### config.mk
export PLATFORM = sky130hd
export DESIGN_NAME = pipe_stall_ctrl_flat
export DESIGN_NICKNAME = d
export VERILOG_FILES = /design/src/rtl/pipe_stall_ctrl_if.sv /design/src/rtl/pipe_stall_ctrl.sv /design/src/flat_wrapper.sv
export SDC_FILE = /design/constraint.sdc
export NUM_CORES = 1
export LEC_CHECK = 0
export CAP_MARGIN = 0
export CORE_UTILIZATION = 42
export DETAILED_ROUTE_END_ITERATION = 16
export PLACE_DENSITY = 0.75
export SLEW_MARGIN = 20
export SYNTH_ARGS = -nofsm -noshare
export SYNTH_HDL_FRONTEND = slang
export SYNTH_SLANG_ARGS = --single-unit
### constraint.sdc
create_clock -name clk -period 1.8 [get_ports clk]
set_input_delay 0.54 -clock clk [delete_from_list [all_inputs] [get_ports clk]]
set_output_delay 0.54 -clock clk [all_outputs]
set_load 0.02 [all_outputs]
### src/rtl/pipe_stall_ctrl_if.sv
// Stall/flush handshake bundle between the pipeline datapath and pipe_stall_ctrl.
// master = pipeline side (raises requests), slave = controller side (returns hold/flush).
interface pipe_stall_ctrl_if #(
  parameter int CNT_W = 6
);
  logic             id_stallreq;
  logic             ex_start;
  logic [CNT_W-1:0] ex_cycles;
  logic             flush_req;
  logic [5:0]       stall;
  logic             id_ex_bubble;
  logic             flush;
  logic             ex_busy;
  logic             ex_done;

  modport master (
    output id_stallreq, ex_start, ex_cycles, flush_req,
    input  stall, id_ex_bubble, flush, ex_busy, ex_done
  );

  modport slave (
    input  id_stallreq, ex_start, ex_cycles, flush_req,
    output stall, id_ex_bubble, flush, ex_busy, ex_done
  );
endinterface

### src/rtl/pipe_stall_ctrl.sv
// Central stall/flush controller: per-stage hold vector, load-use bubble, mul/div sequencing.
// Optional macro PIPE_STALL_CTRL_PERF_EN adds saturating stall_cycles/flush_count counters.
module pipe_stall_ctrl #(
  parameter int CNT_W  = 6,
  parameter int PERF_W = 32
) (
  input  logic              clk,
  input  logic              resetn,
`ifdef PIPE_STALL_CTRL_PERF_EN
  output logic [PERF_W-1:0] stall_cycles,
  output logic [PERF_W-1:0] flush_count,
`endif
  pipe_stall_ctrl_if.slave  bus
);

  typedef enum logic [1:0] {IDLE, BUSY, DONE} state_t;

  localparam logic [5:0] STALL_EX = 6'b001111;
  localparam logic [5:0] STALL_LU = 6'b000111;

  state_t           state_q, state_d;
  logic [CNT_W-1:0] cnt_q, cnt_d;
  logic [5:0]       stall;
  logic             bubble, flush, busy, done;

  // state register: resetn is an active-high asynchronous reset
  always_ff @(posedge clk or posedge resetn) begin
    if (resetn) begin
      state_q <= IDLE;
      cnt_q   <= '0;
    end else begin
      state_q <= state_d;
      cnt_q   <= cnt_d;
    end
  end

  always_comb begin
    state_d = state_q;
    cnt_d   = cnt_q;
    stall   = '0;
    bubble  = 1'b0;
    flush   = 1'b0;
    busy    = 1'b0;
    done    = 1'b0;
    if (resetn) begin
      state_d = IDLE;
      cnt_d   = '0;
    end else begin
      busy = (state_q == BUSY);
      if (bus.flush_req) begin
        // flush kills any in-flight op; a same-cycle ex_start is dropped
        flush   = 1'b1;
        state_d = IDLE;
        cnt_d   = '0;
      end else begin
        case (state_q)
          IDLE: begin
            if (bus.ex_start) begin
              stall = STALL_EX;
              if (bus.ex_cycles <= CNT_W'(1)) begin
                state_d = DONE;
              end else begin
                cnt_d   = bus.ex_cycles - CNT_W'(1);
                state_d = BUSY;
              end
            end else if (bus.id_stallreq) begin
              stall  = STALL_LU;
              bubble = 1'b1;
            end
          end
          BUSY: begin
            stall = STALL_EX;
            if (cnt_q >= CNT_W'(2)) begin
              cnt_d = cnt_q - CNT_W'(1);
            end else begin
              cnt_d   = '0;
              state_d = DONE;
            end
          end
          DONE: begin
            done    = 1'b1;
            state_d = IDLE;
            if (bus.id_stallreq) begin
              stall  = STALL_LU;
              bubble = 1'b1;
            end
          end
          default: begin
            state_d = IDLE;
            cnt_d   = '0;
          end
        endcase
      end
    end
  end

  assign bus.stall        = stall;
  assign bus.id_ex_bubble = bubble;
  assign bus.flush        = flush;
  assign bus.ex_busy      = busy;
  assign bus.ex_done      = done;

`ifdef PIPE_STALL_CTRL_PERF_EN
  function automatic logic [PERF_W-1:0] sat_inc(input logic [PERF_W-1:0] v);
    return (&v) ? v : v + PERF_W'(1);
  endfunction

  always_ff @(posedge clk or posedge resetn) begin
    if (resetn) begin
      stall_cycles <= '0;
      flush_count  <= '0;
    end else begin
      if (stall[0]) stall_cycles <= sat_inc(stall_cycles);
      if (flush)    flush_count  <= sat_inc(flush_count);
    end
  end
`endif

endmodule

### src/flat_wrapper.sv
// flat-port wrapper written by rule: the top's interface ports become plain ports
module pipe_stall_ctrl_flat 
#(
  parameter int CNT_W  = 6,
  parameter int PERF_W = 32
)
  (clk, resetn, bus_id_stallreq, bus_ex_start, bus_ex_cycles, bus_flush_req, bus_stall, bus_id_ex_bubble, bus_flush, bus_ex_busy, bus_ex_done);
  pipe_stall_ctrl_if #(.CNT_W(CNT_W)) bus_i ();
  input  logic clk;
  input  logic resetn;
  input wire logic [$bits(bus_i.id_stallreq)-1:0] bus_id_stallreq;
  input wire logic [$bits(bus_i.ex_start)-1:0] bus_ex_start;
  input wire logic [$bits(bus_i.ex_cycles)-1:0] bus_ex_cycles;
  input wire logic [$bits(bus_i.flush_req)-1:0] bus_flush_req;
  output wire logic [$bits(bus_i.stall)-1:0] bus_stall;
  output wire logic [$bits(bus_i.id_ex_bubble)-1:0] bus_id_ex_bubble;
  output wire logic [$bits(bus_i.flush)-1:0] bus_flush;
  output wire logic [$bits(bus_i.ex_busy)-1:0] bus_ex_busy;
  output wire logic [$bits(bus_i.ex_done)-1:0] bus_ex_done;
  assign bus_i.id_stallreq = bus_id_stallreq;
  assign bus_i.ex_start = bus_ex_start;
  assign bus_i.ex_cycles = bus_ex_cycles;
  assign bus_i.flush_req = bus_flush_req;
  assign bus_stall = bus_i.stall;
  assign bus_id_ex_bubble = bus_i.id_ex_bubble;
  assign bus_flush = bus_i.flush;
  assign bus_ex_busy = bus_i.ex_busy;
  assign bus_ex_done = bus_i.ex_done;
  pipe_stall_ctrl #(.CNT_W(CNT_W), .PERF_W(PERF_W)) u_core (.clk(clk), .resetn(resetn), .bus(bus_i));
endmodule
Yosys cells after proc, flatten, opt, wreduce, memory -nomap -nowiden
Cells that the tools add are included.
- bits in read-only memories: 0
- input port bits: 11
- logic and storage cells: 43
- register bits after elaboration: 8
- memories: 0
- bits in latches: 0
- output and inout port bits: 10
- RAM bits: 0
- $mul: 0
- divide/modulo/power cells: 0
- shift operators: 0
- mux-type cells: 28
- reduce and logical (&&, ||, !) cells: 3
- equality and inequality tests: 6
- magnitude comparators: 2
- bitwise gates (word level): 0
- $add $sub $neg: 2
- operators with widths (kind ; count):
    6-bit 2-to-1 mux ; 8
    6-bit case mux with 3 select lines ; 2
    4-bit inequality test, second input constant ; 3
    6-bit by 1-bit subtractor with 6-bit output, second input constant ; 2
    1-bit 2-to-1 mux ; 10
    2-bit 2-to-1 mux ; 5
    6-bit by 2-bit greater-or-equal comparator with 1-bit output, second input constant ; 1
    6-bit by 1-bit less-or-equal comparator with 1-bit output, second input constant ; 1
    2-bit case mux with 2 select lines ; 1
    3-bit 2-to-1 mux ; 1
    3-bit inequality test, second input constant ; 1
    3-bit AND reduction ; 1
    2-bit by 1-bit equality test with 1-bit output, second input constant ; 1
    2-bit equality test, second input constant ; 1
    2-bit logical NOT ; 1
    1-bit case mux with 2 select lines ; 1
    2-bit AND reduction ; 1

Logic depth before layout (Yosys ltp)
- depth after elaboration: 6
- depth in mapped cells: 6
- depth with buffers taken out: 6

Least setup slack after synthesis
No wires, ideal clock.
- kind: input to output
- from: in bus_flush_req
- to: out bus_stall[1]
- cell stages on the path: 3
- arrival: 1.505 ns
- path slack: -0.245 ns
- path buffers: 1
- required time: 1.260 ns
- cells stage by stage: or4_1 nand2_1 buf_4
- word-level cells in the longest chain between the ends: 2
- RTL lines (what ; line ; RTL):
    start: declaration ; flat_wrapper.sv:14 ; input wire logic [$bits(bus_i.flush_req)-1:0] bus_flush_req;
    6-bit 2-to-1 mux ; pipe_stall_ctrl.sv:50 ; if (bus.flush_req) begin
    6-bit 2-to-1 mux ; pipe_stall_ctrl.sv:45 ; if (resetn) begin
    end: declaration ; flat_wrapper.sv:15 ; output wire logic [$bits(bus_i.stall)-1:0] bus_stall;
No other way between the ends.

Worst setup path after layout
- from: in resetn
- to: out bus_stall[0]
- word-level cells in the longest chain between the ends: 1
- RTL lines (what ; line ; RTL):
    start: declaration ; flat_wrapper.sv:10 ; input logic resetn;
    6-bit 2-to-1 mux ; pipe_stall_ctrl.sv:45 ;
No other way between the ends.

==> run summary <==
cell count after synthesis = 86
Final min period = 1.98 ns
Synth Area in Compound Gates = 25.5%
Synth Area in XOR/XNOR = 2.36%
CTS root buffer = clkbuf_4
Post-DP HPWL = 1.65 mm
Worst Skew = 0.000729 ns
top achievable clock speed = 506 MHz
grt ovf = 0
clock share of power = 24.9%
I/O pins = 21
failing checks = DRC, setup timing
sw power = 198 uW
drt initial violations = 48
mux share of post-synthesis cell area = 1.35%
Power Internal = 382 uW
normalized max-slew margin = 67.3%
Cell Rows = 14
Tightest Pin Transition = 0.484 ns
Worst Setup Path Type = input port to primary output
Final nets = 147
initial antenna violation count = 0
HP Class = input port to async pin
Critical R2R Launch = u_core.cnt_q[1]
Synth Cell Area = 742 sq um
Die Ht = 44.0 um
critical path peak fanout = 3
clk_lat worst skew = 0.26 ns
total track usage = 26.1%
post-synthesis area per instance = 8.63 sq um
Seq/Total Area, Yosys = 27.0%
CTS tree = built
Final Cycle Share = 110%
Starting Density = 47.1%
area grow syn2layout = 61.0%
pin count of the biggest net entering global routing = 17
Clk pin slew, worst setup/hold paths = 0.06 ns
Layout fillers = 118
Post-Route WL = 2.37 mm
PnR worst setup slack = -0.176 ns
post-route cell area = 0.00119 sq mm
fin. max-slew vios = 0
Final Setup Violations = 5
reg2reg end = u_core.cnt_q[2]
I/O Buffers = 18
P_leak = 0.000568 uW
sw frac = 34.1%
via count = 863
Setup crit end kind = primary output
hold_buf cts = 0
Post-Synth Simple-Gate Area = 28.2%
vias in the first global route = 840
Routed wire per std cell = 16.2 um
Routability Congestion = 0.847
Core Box Area = 0.00158 sq mm
commonest non-fill, non-tap cell in the layout = buf_4
PD cells = 485 mW/mm^2
DR vias/cell = 5.91
commonest cells after routing, fill and taps aside = buf_4 (27), buf_6 (9), dfrtp_1 (8)
Final ANT Viol Nets = 0
diode count = 0
count of different cell masters after synthesis = 36
CTS buffer count = 3
worst reg2reg path depth = 5
Post-synth EDFFs = 0
#FFs+latches synth = 8
status = finished with violations
Die ar. = 0.00194 sq mm
1st-pass router iterations = 10
clock sinks = 8
Hold Vio Cnt, Final = 0
drc violations = 3
worst vdd ir = 0.480 mV
global-route wire length before repair = 3.68 mm
ys flop type = dfrtp_1
H-tree levels = 1
startpoint types = input port
worst reg-to-reg setup slack = 0.03 ns
Clock Path Buffers = 2
utilization after layout = 75.8%
asr flop ratio synth = 100%
placed instance area = 0.00109 sq mm
largest family of logic cells by synthesized area = simple AND/OR/NAND/NOR gates
YS warnings = 0
unrepaired setup endpoints after global routing = true
hold slack = 0.467 ns
Crit path arrival time = 1.44 ns
Max Cap Viol = 0
Logic pwr share = 41.7%
adder and majority gate portion of the synthesized area = 6.75%
CP required = 1.26 ns
die width = 44.0 um
layout cells sized above 1 = 50.0%
sequential power share = 33.4%
==> per-stage QoR <==
step	power (uW)	setup TNS (ns)	cells	worst slack, ns
final	580	-0.692	146	-0.176
after global routing	612	-1.05	146	-0.218
after CTS	569	-0.822	146	-0.207
after detailed placement	410	-10.66	138	-0.981
after global placement	404	-10.34	138	-0.978
after floorplan	315	-0.415	87	-0.105
==> per-layer routing <==
metal	global-route usage [%]	wire length, um
met4	10.3	53
met3	7.35	176
met1	28.6	911
met5	0	0
met2	47.1	1230
==> worst max-delay path, stage by stage <==
cell,delay (ns)
buf_6,0.09
or4_4,0.58
nand2_4,0.11
buf_6,0.12
==> state kept, by name (all words and copies together), names as in the netlist <==
name,flops
u_core.state_q,2
u_core.cnt_q,6
==> repair_timing <==
item | 4_1_cts | 5_1_grt
setup buffers | 5 | 1
endpoints found under the setup margin | 16 | 14
pin swaps | 11 | 6
resized for setup | 83 | 14
==> power groups by stage <==
stage	registers [uW]	clock network (uW)	logic [uW]
5_1_grt	194	159	259
3_5_place_dp	196	0	214
2_1_floorplan	197	0	118
6_report	193	145	242
3_3_place_gp	196	0	208
4_1_cts	193	148	228
==> synth_stat cells (all sizes together), types with 4 or more instances <==
cell / number / area (sq um)
o32ai: 4 / 35.0
nor3: 5 / 25.0
inv: 6 / 22.5
or3: 5 / 36.3
o22ai: 4 / 25.0
nand2: 4 / 15.0
buf: 6 / 40.0
ha: 4 / 50.1
nor2: 6 / 22.5
a22o: 4 / 35.0
dfrtp: 8 / 200
==> how the worst max path moves through the flow <==
stage,start,end,slack (ns),cells past startpoint
2_1_floorplan,bus_ex_cycles[3],u_core.cnt_q[2],-0.11,4
3_3_place_gp,bus_flush_req,bus_stall[3],-0.98,4
3_5_place_dp,bus_flush_req,bus_stall[3],-0.98,4
4_1_cts,u_core.state_q[0],bus_stall[0],-0.21,4
5_1_grt,u_core.state_q[0],bus_stall[0],-0.22,4
6_report,resetn,bus_stall[0],-0.18,4
==> layout make-up <==
cell class                 count  area (sq um)  area share, %
multi-input combinational     67           566           47.3
timing repair buffer          46           362           30.3
sequential                     8           200           16.8
inverter                       6          25.0           2.09
clock buffer                   3          22.5           1.88
tap                           16          20.0           1.68
==> cells by family after synthesis <==
group,after synthesis
adders and majority gates,4
and+or+nand+nor,35
buffers and inverters,12
xor gates and xnor gates,2
other,1
DFF,8
AOI/OAI and AO/OA,23
muxes,1
No activity file was read; power rests on OpenSTA's default activity.
